**src/rtl/led_sequencer_pkg.sv**
```systemverilog
// Shared definitions for the LED sequencer: mode encoding, default timing limits
// and counter sizing helpers.
package led_sequencer_pkg;

   typedef enum logic [1:0] {
      MODE_OFF    = 2'd0,
      MODE_ALL_ON = 2'd1,
      MODE_CHASE  = 2'd2,
      MODE_BLINK  = 2'd3
   } mode_t;

   // 10 ms debounce and 250 ms pattern step at a 25 MHz board clock
   localparam int DEFAULT_DEBOUNCE_LIMIT = 250000;
   localparam int DEFAULT_STEP_LIMIT     = 6250000;

   function automatic int cnt_width(input int limit);
      return (limit > 2) ? $clog2(limit) : 1;
   endfunction

   function automatic mode_t next_mode(input mode_t m);
      case (m)
         MODE_OFF:    return MODE_ALL_ON;
         MODE_ALL_ON: return MODE_CHASE;
         MODE_CHASE:  return MODE_BLINK;
         MODE_BLINK:  return MODE_OFF;
         default:     return MODE_OFF;
      endcase
   endfunction

endpackage

```
**src/rtl/switch_debounce.sv**
```systemverilog
// Per-switch input path: 2-flop synchronizer, optional debounce filter
// (LED_SEQ_DEBOUNCE_EN) and a one-cycle pulse on release (stable 1->0).
module switch_debounce
   import led_sequencer_pkg::*;
#(
   parameter int DEBOUNCE_LIMIT = DEFAULT_DEBOUNCE_LIMIT
) (
   input  logic clk,
   input  logic rst,
   input  logic pin,
   output logic released
);

   logic meta;
   logic sync;
   logic level;
   logic level_d;

   if (DEBOUNCE_LIMIT < 1) begin : g_limit_check
      $error("switch_debounce: DEBOUNCE_LIMIT must be at least 1");
   end

   always_ff @(posedge clk or posedge rst) begin
      if (rst) begin
         meta <= 1'b0;
         sync <= 1'b0;
      end else begin
         meta <= pin;
         sync <= meta;
      end
   end

`ifdef LED_SEQ_DEBOUNCE_EN
   localparam int            CW       = cnt_width(DEBOUNCE_LIMIT);
   localparam logic [CW-1:0] CNT_LAST = CW'(DEBOUNCE_LIMIT - 1);

   logic [CW-1:0] cnt;
   logic          stable;

   // Accept a new level only after it has persisted for DEBOUNCE_LIMIT cycles
   always_ff @(posedge clk or posedge rst) begin
      if (rst) begin
         cnt    <= '0;
         stable <= 1'b0;
      end else if (sync == stable) begin
         cnt <= '0;
      end else if (cnt == CNT_LAST) begin
         stable <= sync;
         cnt    <= '0;
      end else begin
         cnt <= cnt + 1'b1;
      end
   end

   assign level = stable;
`else
   assign level = sync;
`endif

   always_ff @(posedge clk or posedge rst) begin
      if (rst) begin
         level_d <= 1'b0;
      end else begin
         level_d <= level;
      end
   end

   assign released = level_d & ~level;

endmodule

```
**src/rtl/led_sequencer.sv**
```systemverilog
// Go Board LED pattern controller: Switch_1 release cycles the mode, Switch_2 release
// toggles run/pause. Debounce filtering is built only when LED_SEQ_DEBOUNCE_EN is defined.
module led_sequencer
   import led_sequencer_pkg::*;
#(
   parameter int DEBOUNCE_LIMIT = DEFAULT_DEBOUNCE_LIMIT,
   parameter int STEP_LIMIT     = DEFAULT_STEP_LIMIT
) (
   input  logic       i_Clk,
   input  logic       i_Rst,
   input  logic       i_Switch_1,
   input  logic       i_Switch_2,
   output logic       o_LED_1,
   output logic       o_LED_2,
   output logic       o_LED_3,
   output logic       o_LED_4,
   output logic [1:0] o_Mode,
   output logic       o_Running
);

   localparam int            SW        = cnt_width(STEP_LIMIT);
   localparam logic [SW-1:0] STEP_LAST = SW'(STEP_LIMIT - 1);

   logic          advance;
   logic          toggle;

   mode_t         mode, mode_next;
   logic          running, running_next;
   logic [SW-1:0] step_cnt, step_next;
   logic [1:0]    pos, pos_next;
   logic          phase, phase_next;
   logic [3:0]    leds, leds_next;
   logic          tick;

   switch_debounce #(.DEBOUNCE_LIMIT(DEBOUNCE_LIMIT)) u_sw1 (
      .clk      (i_Clk),
      .rst      (i_Rst),
      .pin      (i_Switch_1),
      .released (advance)
   );

   switch_debounce #(.DEBOUNCE_LIMIT(DEBOUNCE_LIMIT)) u_sw2 (
      .clk      (i_Clk),
      .rst      (i_Rst),
      .pin      (i_Switch_2),
      .released (toggle)
   );

   always_ff @(posedge i_Clk or posedge i_Rst) begin
      if (i_Rst) begin
         mode     <= MODE_OFF;
         running  <= 1'b1;
         step_cnt <= '0;
         pos      <= 2'd0;
         phase    <= 1'b0;
         leds     <= 4'b0000;
      end else begin
         mode     <= mode_next;
         running  <= running_next;
         step_cnt <= step_next;
         pos      <= pos_next;
         phase    <= phase_next;
         leds     <= leds_next;
      end
   end

   always_comb begin
      mode_next    = mode;
      running_next = running;
      step_next    = step_cnt;
      pos_next     = pos;
      phase_next   = phase;
      tick         = 1'b0;
      leds_next    = 4'b0000;

      if (running) begin
         if (step_cnt == STEP_LAST) begin
            tick      = 1'b1;
            step_next = '0;
         end else begin
            step_next = step_cnt + 1'b1;
         end
      end

      if (tick) begin
         pos_next   = pos + 1'b1;
         phase_next = ~phase;
      end

      // A mode change overrides any step tick landing on the same edge
      if (advance) begin
         mode_next  = next_mode(mode);
         step_next  = '0;
         pos_next   = 2'd0;
         phase_next = 1'b1;
      end

      if (toggle) begin
         running_next = ~running;
      end

      // LEDs decode the registered pattern state, so they trail o_Mode by one edge
      case (mode)
         MODE_OFF:    leds_next = 4'b0000;
         MODE_ALL_ON: leds_next = 4'b1111;
         MODE_CHASE:  leds_next = 4'b0001 << pos;
         MODE_BLINK:  leds_next = {4{phase}};
         default:     leds_next = 4'b0000;
      endcase
   end

   assign o_LED_1   = leds[0];
   assign o_LED_2   = leds[1];
   assign o_LED_3   = leds[2];
   assign o_LED_4   = leds[3];
   assign o_Mode    = mode;
   assign o_Running = running;

endmodule

```
**config.mk**
```make
export PLATFORM = sky130hd
export DESIGN_NAME = led_sequencer
export DESIGN_NICKNAME = d
export VERILOG_FILES = /design/src/rtl/led_sequencer_pkg.sv /design/src/rtl/switch_debounce.sv /design/src/rtl/led_sequencer.sv
export SDC_FILE = /design/constraint.sdc
export NUM_CORES = 1
export LEC_CHECK = 0
export CAP_MARGIN = 20
export CELL_PAD_IN_SITES_DETAIL_PLACEMENT = 2
export CELL_PAD_IN_SITES_GLOBAL_PLACEMENT = 2
export CORE_MARGIN = 3
export CORE_UTILIZATION = 27
export CTS_CLUSTER_SIZE = 20
export DETAILED_ROUTE_END_ITERATION = 10
export GPL_TIMING_DRIVEN = 0
export PLACE_DENSITY = 0.62
export SLEW_MARGIN = 20
export SYNTH_ARGS = -nofsm -noshare
export SYNTH_HDL_FRONTEND = slang
export SYNTH_SLANG_ARGS = --single-unit
```
**constraint.sdc**
```tcl
create_clock -name i_Clk -period 2.25 [get_ports i_Clk]
set_clock_uncertainty 0.05 [all_clocks]
set_input_delay 0.45 -clock i_Clk [delete_from_list [all_inputs] [get_ports i_Clk]]
set_output_delay 0.45 -clock i_Clk [all_outputs]
set_load 0.03 [all_outputs]
```
After elaboration in Yosys (flattened, before gate mapping)
Cells that the tools add are included.
Word-level totals
  register bits after elaboration: 39
  bits of input ports: 4
  output and inout bits: 7
  logic and storage cells: 39
Operators by class
  add/subtract/negate cells: 2
  eq/ne operators: 4
  shift-type cells: 1
  multiplexer cells: 11
  bitwise logic cells: 6
  reductions and logical operators: 3
Operators by type and width (count)
  $mux W23: 3
  $add A23 B1 Y23 const B: 1
  $eq A23 B23 Y1 const B: 1
  $pmux W4 S4: 1
  $pmux W2 S4: 1
  $eq A2 B2 Y1 const B: 2
  $mux W1: 4
  $mux W2: 2
  $not A1 Y1: 4
  $reduce_bool A2 Y1: 2
  $shl A1 B2 Y4 const A: 1
  $add A2 B1 Y2 const B: 1
  $and A1 B1 Y1: 2
  $eq A2 B1 Y1 const B: 1
  $logic_not A2 Y1: 1

Depth between registers and ports, before layout
Gate-level depths: netlist (run 1).
  depth after elaboration: 5
  depth in mapped cells: 6
  gate-level depth less buffers: 5

By module
Synthesis (run 1) repeated with hierarchy kept, for this count alone.
Unflattened totals
  cells, all modules: 223
  area, all modules: 2139.6 sq um
Modules (own cells, without submodules)
  led_sequencer: instances 1, cells each 213, area each 1954.4 sq um, sequential area each 827.0 sq um
  switch_debounce: instances 2, cells each 5, area each 92.6 sq um, sequential area each 75.1 sq um

Worst setup path before layout (run 1)
Ideal clock, no wire load.
  path kind: register -> register
  start: register running, in the netlist o_Running
  end: register step_cnt[3]
  setup time: 0.121 ns
  arrival time: 1.773 ns
  required time: 2.079 ns
  path slack: 0.305 ns
  cell stages (with the launch flop): 7
  buffers on the path: 2
  period minus slack after synthesis: 1.945 ns
  cell sequence: dfstp_2 buf_2 and4_1 nand2_1 o21ai_4 buf_2 nor2_1
Between the ends
  word-level cells in the longest chain between the ends: 1
RTL lines
  start, declared: RTL line led_sequencer.sv:28  | logic running, running_next;
  start signal, assigned: RTL line led_sequencer.sv:59  | running <= running_next;
  $reduce_bool A2 Y1 (no source line)
  end signal, assigned: RTL line led_sequencer.sv:60  | step_cnt <= step_next;
  end, declared: RTL line led_sequencer.sv:29  | logic [SW-1:0] step_cnt, step_next;
No other way between the ends.
A chain may end at the register's enable or synchronous reset.

Final worst setup path (run 1)
  start: register running, in the netlist o_Running
  end: output port o_Running
RTL lines
  end, declared: RTL line led_sequencer.sv:18  | output logic o_Running
No word-level cell between the ends.

==> out/qor.yml, run 1 <==
synth_area_leaders: "dfrtp_1 (47%), a21oi_1 (5.5%), ha_1 (5.0%)"
routedWlPerCell_um: 17.6
post-place-ws_ns: -0.0294
port_buffers: 10
hold_buffers: 0
crit_chain: "clkdlybuf4s50_1"
fin_ws_ns: 0.188
cts_buffers: 5
crit_arrival_ns: 1.56
clkPwrFrac: 0.247
final_common_cell: "dfrtp_1"
r2r_setup_slack_ns: 0.19
fin_crit_sh: 0.916
final_cell_mix: "dfrtp_1 (38), a21oi_1 (22), nand2_1 (16)"
final_area_mm2: 0.00234
setup_tns_ns: 0
worstSetupPathType: "flip-flop to output pin"
max_slew_margin: 0.683
die_area_mm2: 0.00849
cts_tree: "done"
hold_path_startpoint: "u_sw1.meta$_DFF_PP0_"
path_clk_slew_ns: 0.09
worstSetupEndpointType: "output pin"
status: "finished, final reports clean"
p_int_mw: 1.23
combPwrFrac: 0.298
vias: 1616
clk_latency_ns: 0.30
totalPowerFinal_mw: 1.92
antenna_found_initial: 0
chipHeight_um: 92.2
routabilityCongestion: 0.758
yosys_warnings: 0
gr-total-overflow: 0
yosysTopAreaCell: "dfrtp_1"
path_delay_family: "buffers and inverters"
ys_seq_elements: 39
synth_edf_count: 0
p_seq_frac: 0.455
drtIter0Drc: 54
synth.distinct_cells: 40
track_usage: 0.143
cap_violations: 0
power.leakage_nw: 0.928
fmax_mhz: 485
core_area_mm2: 0.00698
min_period_ns: 2.06
route.detailed.drc: 0
synth_fp_nets: 208
root_buffer: "clkbuf_8"
hold_viol: 0
yosysSeqAreaShare: 0.488
final_nets: 227
grt_pass1_vias: 1848
rsz0062_at_grt: "false"
synth_cells: 196
htree_num_levels: 2
dp_hpwl_mm: 3.98
grt_start_max_net_pins: 26
worstReg2RegEnd: "step_cnt[7]$_DFFE_PP0P_"
worstSetupStartpointType: "flip-flop"
drtPass1Iterations: 4
power-per-cell-area_mw_per_mm2: 823
r2r-start: "o_Running$_DFFE_PP1P_"
whs_path_depth: 0
p_sw_frac: 0.361
yosys.area.top_type_share: 0.474
grt_pass1_wl_mm: 9.69
whs_endpoint: "u_sw1.level$_DFF_PP0_"
clk_path_buf_depth: 2
tightest_slew_ns: 0.476
avgSynthCellArea_um2: 10.2
synth_flop_cell: "dfrtp_1"
slowest_stage: "clkdlybuf4s50_1"
totalWireLength_mm: 5.50
clock_sinks: 39
place_area_mm2: 0.00224
ff2ff_path_depth: 6
async_reset_ff_frac: 1.00
crit_fanout: 3
routed_via_density: 5.18
synth_area_mm2: 0.00200
slew_violations: 0
hold_path.class: "flip-flop to flip-flop"
start_util: 0.287
die_w_um: 92.2
worst-endpoint-required_ns: 1.75
p_switching_mw: 0.694
rows: 30
area_growth_pct: 16.7
max_stage_delay_ns: 0.69
ir_drop_v: 0.000475
pin_count: 11
path_buf_inv: 1
setup_violations: 0
layout-drive-gt1-share: 0.134
n_antenna_cell: 0
ant_nets: 0
per-stage QoR:
stage          hold WS, ns   util  cells
2_1_floorplan        0.281      -    196
3_3_place_gp         0.287  0.319    302
3_5_place_dp         0.293  0.322    303
4_1_cts              0.308  0.335    312
5_1_grt              0.325  0.335    312
6_report             0.302  0.335    312
per-layer routing:
metal  vias to the layer above  part of all wire  global-route usage
met3                         6             0.024              0.0246
met4                         0             0.011              0.0384
li1                        753                 -                   -
met1                       839              0.44               0.174
met5                         -                 0                   0
met2                        18              0.53               0.260
cell families (layout without fill, tap and decap cells):
logic type	count (synthesis)	in the layout	synth area share
fa+ha+maj	8	8	0.0499
compound gates	51	51	0.169
buf+inv	18	38	0.0443
xor+xnor	8	8	0.0350
simple gates	72	72	0.215
flops	39	39	0.488
registers in the layout, summed over array words and instances (netlist names):
register       count
u_sw1.level_d      1
u_sw1.meta         1
u_sw2.level        1
pos                2
phase              1
leds               4
u_sw1.level        1
o_Mode             2
u_sw2.level_d      1
o_Running          1
u_sw2.meta         1
step_cnt          23
worst register-to-register path, cell delays in order (launching register included):
cell and delay [ns]:
dfstp_2 0.59, buf_2 0.26, and4_2 0.34, nand2_1 0.15, o21ai_4 0.21, buf_2 0.26
nor2_1 0.08
synth_stat cells (all sizes together), types with 3 or more instances:
master   number
nand2        16
o21ai        15
dfrtp        38
a21oi        23
o2111ai       3
ha            8
clkbuf        3
inv           8
nor2         10
xor2          6
nand4         9
buf           7
o31ai         8
or3           6
nand3         5
and4          6
and3          4
or4           8
power by group through the flow:
stage	registers [mW]	clock network (mW)	logic, mW
finish	0.876	0.476	0.573
global route	0.895	0.530	0.632
CTS	0.879	0.502	0.585
detailed placement	0.893	0	0.575
global placement	0.883	0	0.545
floorplan	1.00	0	0.227
final cells by class:
type	count	area [um2]
timing repair buffer	12	128
buffer	10	58.8
clock inverter	2	13.8
tap	96	120
multi-input combinational	139	940
fill	798	4640
inverter	8	30.0
sequential	39	977
clock buffer	6	72.6
timing repair:
item,in CTS,in global routing
setup buffers,1,0
resized for setup,0,1
setup endpoints to repair,10,4
pin swaps,1,0
worst max-delay path by stage:
stage	start	to	slack (ns)	depth (start not counted)
6_report	o_Running$_DFFE_PP1P_	o_Running	0.19	1
5_1_grt	o_Running$_DFFE_PP1P_	step_cnt[7]$_DFFE_PP0P_	0.03	6
4_1_cts	o_Running$_DFFE_PP1P_	step_cnt[7]$_DFFE_PP0P_	0.11	6
3_5_place_dp	o_Running$_DFFE_PP1P_	step_cnt[7]$_DFFE_PP0P_	-0.03	6
3_3_place_gp	i_Rst	step_cnt[16]$_DFFE_PP0P_	-0.03	2
2_1_floorplan	o_Running$_DFFE_PP1P_	step_cnt[3]$_DFFE_PP0P_	0.31	6
No activity file was read; power rests on OpenSTA's default activity.
==> run 2: changes to the inputs <==
Settings changed: CELL_PAD_IN_SITES_DETAIL_PLACEMENT 2 to default, CELL_PAD_IN_SITES_GLOBAL_PLACEMENT 2 to default, PLACE_DENSITY 0.62 to 0.46.
==> out/qor.yml, run 2 (synthesis gave the netlist of run 1 again) <==
status: "finished, final reports clean"
hold_path_startpoint: "u_sw2.meta$_DFF_PP0_"
gr-total-overflow: 0  # unchanged
fmax_mhz: 483  # -0.39%
cap_violations: 0  # unchanged
crit_arrival_ns: 2.20  # +0.64 ns
regMostFlops: "step_cnt"
die_w_um: 92.2  # unchanged
whs_endpoint: "u_sw2.level$_DFF_PP0_"
worst-endpoint-required_ns: 2.38  # +0.63 ns
largest_reg_flops: 23  # unchanged
place_area_mm2: 0.00225  # +0.33%
hold_path.class: "flip-flop to flip-flop"
path_buf_inv: 2  # +1
min_period_ns: 2.07  # +0.00808 ns
track_usage: 0.108  # -0.0353
crit_fanout: 10  # +7
ff2ff_path_depth: 6  # unchanged
vias: 1483  # -8.2%
worstSetupEndpointType: "flip-flop"
route.detailed.drc: 0  # unchanged
final_nets: 229  # +0.88%
start_util: 0.287  # unchanged
final_cell_mix: "dfrtp_1 (38), a21oi_1 (22), nand2_1 (16)"
grt_pass1_wl_mm: 7.16  # -26%
rows: 30  # unchanged
root_buffer: "clkbuf_8"
hold_buffers: 0  # unchanged
whs_path_depth: 0  # unchanged
worstSetupPathType: "flip-flop to flip-flop"
setup_violations: 0  # unchanged
ir_drop_v: 0.000249  # -48%
max_stage_delay_ns: 0.57  # -0.12 ns
cts_tree: "done"
r2r-start: "o_Running$_DFFE_PP1P_"
die_area_mm2: 0.00849  # unchanged
antenna_found_initial: 0  # unchanged
htree_num_levels: 2  # unchanged
slew_violations: 0  # unchanged
routabilityCongestion: 0.761  # +0.42%
top_regs: "step_cnt: 23 flops, leds: 4 flops"
grt_start_max_net_pins: 22  # -15%
ant_nets: 0  # unchanged
routedWlPerCell_um: 13.3  # -25%
worstSetupStartpointType: "flip-flop"
r2r_setup_slack_ns: 0.18  # about the same
fin_crit_sh: 0.920  # +0.00359
worstReg2RegEnd: "step_cnt[6]$_DFFE_PP0P_"
clk_path_buf_depth: 2  # unchanged
cts_buffers: 5  # unchanged
n_antenna_cell: 0  # unchanged
drtIter0Drc: 76  # +41%
hold_viol: 0  # unchanged
tightest_slew_ns: 0.501  # +0.0247 ns
power.leakage_nw: 0.933  # +0.59%
routed_via_density: 4.75  # -8.2%
grt_pass1_vias: 1395  # -25%
final_common_cell: "dfrtp_1"
dp_hpwl_mm: 2.98  # -25%
power-per-cell-area_mw_per_mm2: 789  # -4.2%
final_area_mm2: 0.00235  # +0.48%
drtPass1Iterations: 4  # unchanged
clock_sinks: 39  # unchanged
chipHeight_um: 92.2  # unchanged
path_clk_slew_ns: 0.07  # -0.02 ns
port_buffers: 10  # unchanged
rsz0062_at_grt: "false"
max_slew_margin: 0.666  # -0.0169
totalWireLength_mm: 4.14  # -25%
clk_latency_ns: 0.29  # about the same
totalPowerFinal_mw: 1.85  # -3.7%
multiInputGateArea_um2: 940  # unchanged
layout-drive-gt1-share: 0.134  # unchanged
path_delay_family: "flip-flops"
crit_chain: "buf_2, and4_2, nand2_1, o21ai_4, clkbuf_4, nor2_1"
pin_count: 11  # unchanged
seqCellArea_um2: 977  # unchanged
core_area_mm2: 0.00698  # unchanged
area_growth_pct: 17.3
slowest_stage: "dfstp_2"
num-fill-cells: 739  # -7.4%
## run 2: cell types whose count changed in the layout (fill, tap and decap cells not counted)
cell and delta:
buf_2 -1, clkbuf_4 +1, buf_12 -1, clkinv_2 -1
buf_4 +2, buf_16 +1, clkinv_4 -1
## run 2: where the power goes
group | leakage (nW) | total, mW | internal [mW] | switching [mW]
clock network | 0.0371 | 0.441 | 0.207 | 0.234
registers | 0.509 | 0.871 | 0.801 | 0.0693
logic | 0.387 | 0.542 | 0.211 | 0.331
## run 2: layer usage
| metal | GRT usage | vias up | routed length, um |
|---|---|---|---|
| met5 | 0 | - | 0 |
| met4 | 0.0470 | 0 | 76 |
| met3 | 0.0254 | 7 | 122 |
| met2 | 0.158 | 14 | 1810 |
| met1 | 0.152 | 710 | 2140 |
| li1 | - | 752 | - |
## run 2: worst max path at each step
stage | from | endpoint | cells after the start
final | o_Running$_DFFE_PP1P_ | step_cnt[6]$_DFFE_PP0P_ | 6
after global routing | o_Running$_DFFE_PP1P_ | step_cnt[11]$_DFFE_PP0P_ | 6
after CTS | o_Running$_DFFE_PP1P_ | step_cnt[6]$_DFFE_PP0P_ | 6
after detailed placement | o_Running$_DFFE_PP1P_ | step_cnt[6]$_DFFE_PP0P_ | 6
after global placement | i_Rst | u_sw2.meta$_DFF_PP0_ | 2
after floorplan | o_Running$_DFFE_PP1P_ | step_cnt[3]$_DFFE_PP0P_ | 6
## run 2: through the flow
stage	utilization	setup TNS, ns	hold WS (ns)	instances	setup WS [ns]
2_1_floorplan	-	0	0.281	196	0.305
3_3_place_gp	0.319	-5.24	0.283	302	-0.141
3_5_place_dp	0.323	0	0.285	303	0.0772
4_1_cts	0.333	0	0.302	309	0.0652
5_1_grt	0.337	0	0.312	312	0.0284
6_report	0.337	0	0.299	312	0.180
## run 2: worst register-to-register path, delay by kind of cell, from the launching register on
| family | cells | cell delay, ns |
|---|---|---|
| compound gates | 1 | 0.30 |
| simple gates | 3 | 0.53 |
| flops | 1 | 0.57 |
| buf+inv | 2 | 0.52 |
## run 2: what timing repair did
action                                  in CTS  in global routing
endpoints found under the setup margin       0                 10
gates resized for setup                      0                  2
setup buffers                                0                  3
## run 2: cell type report
| type | count | share of cell area |
|---|---|---|
| plain buffers | 10 | 0.0261 |
| inverters | 8 | 0.0128 |
| flip-flops and latches | 39 | 0.416 |
| repair buffers | 14 | 0.0639 |
| well taps | 96 | 0.0511 |
| clock buffers | 6 | 0.0309 |
| multi-input cells | 139 | 0.400 |
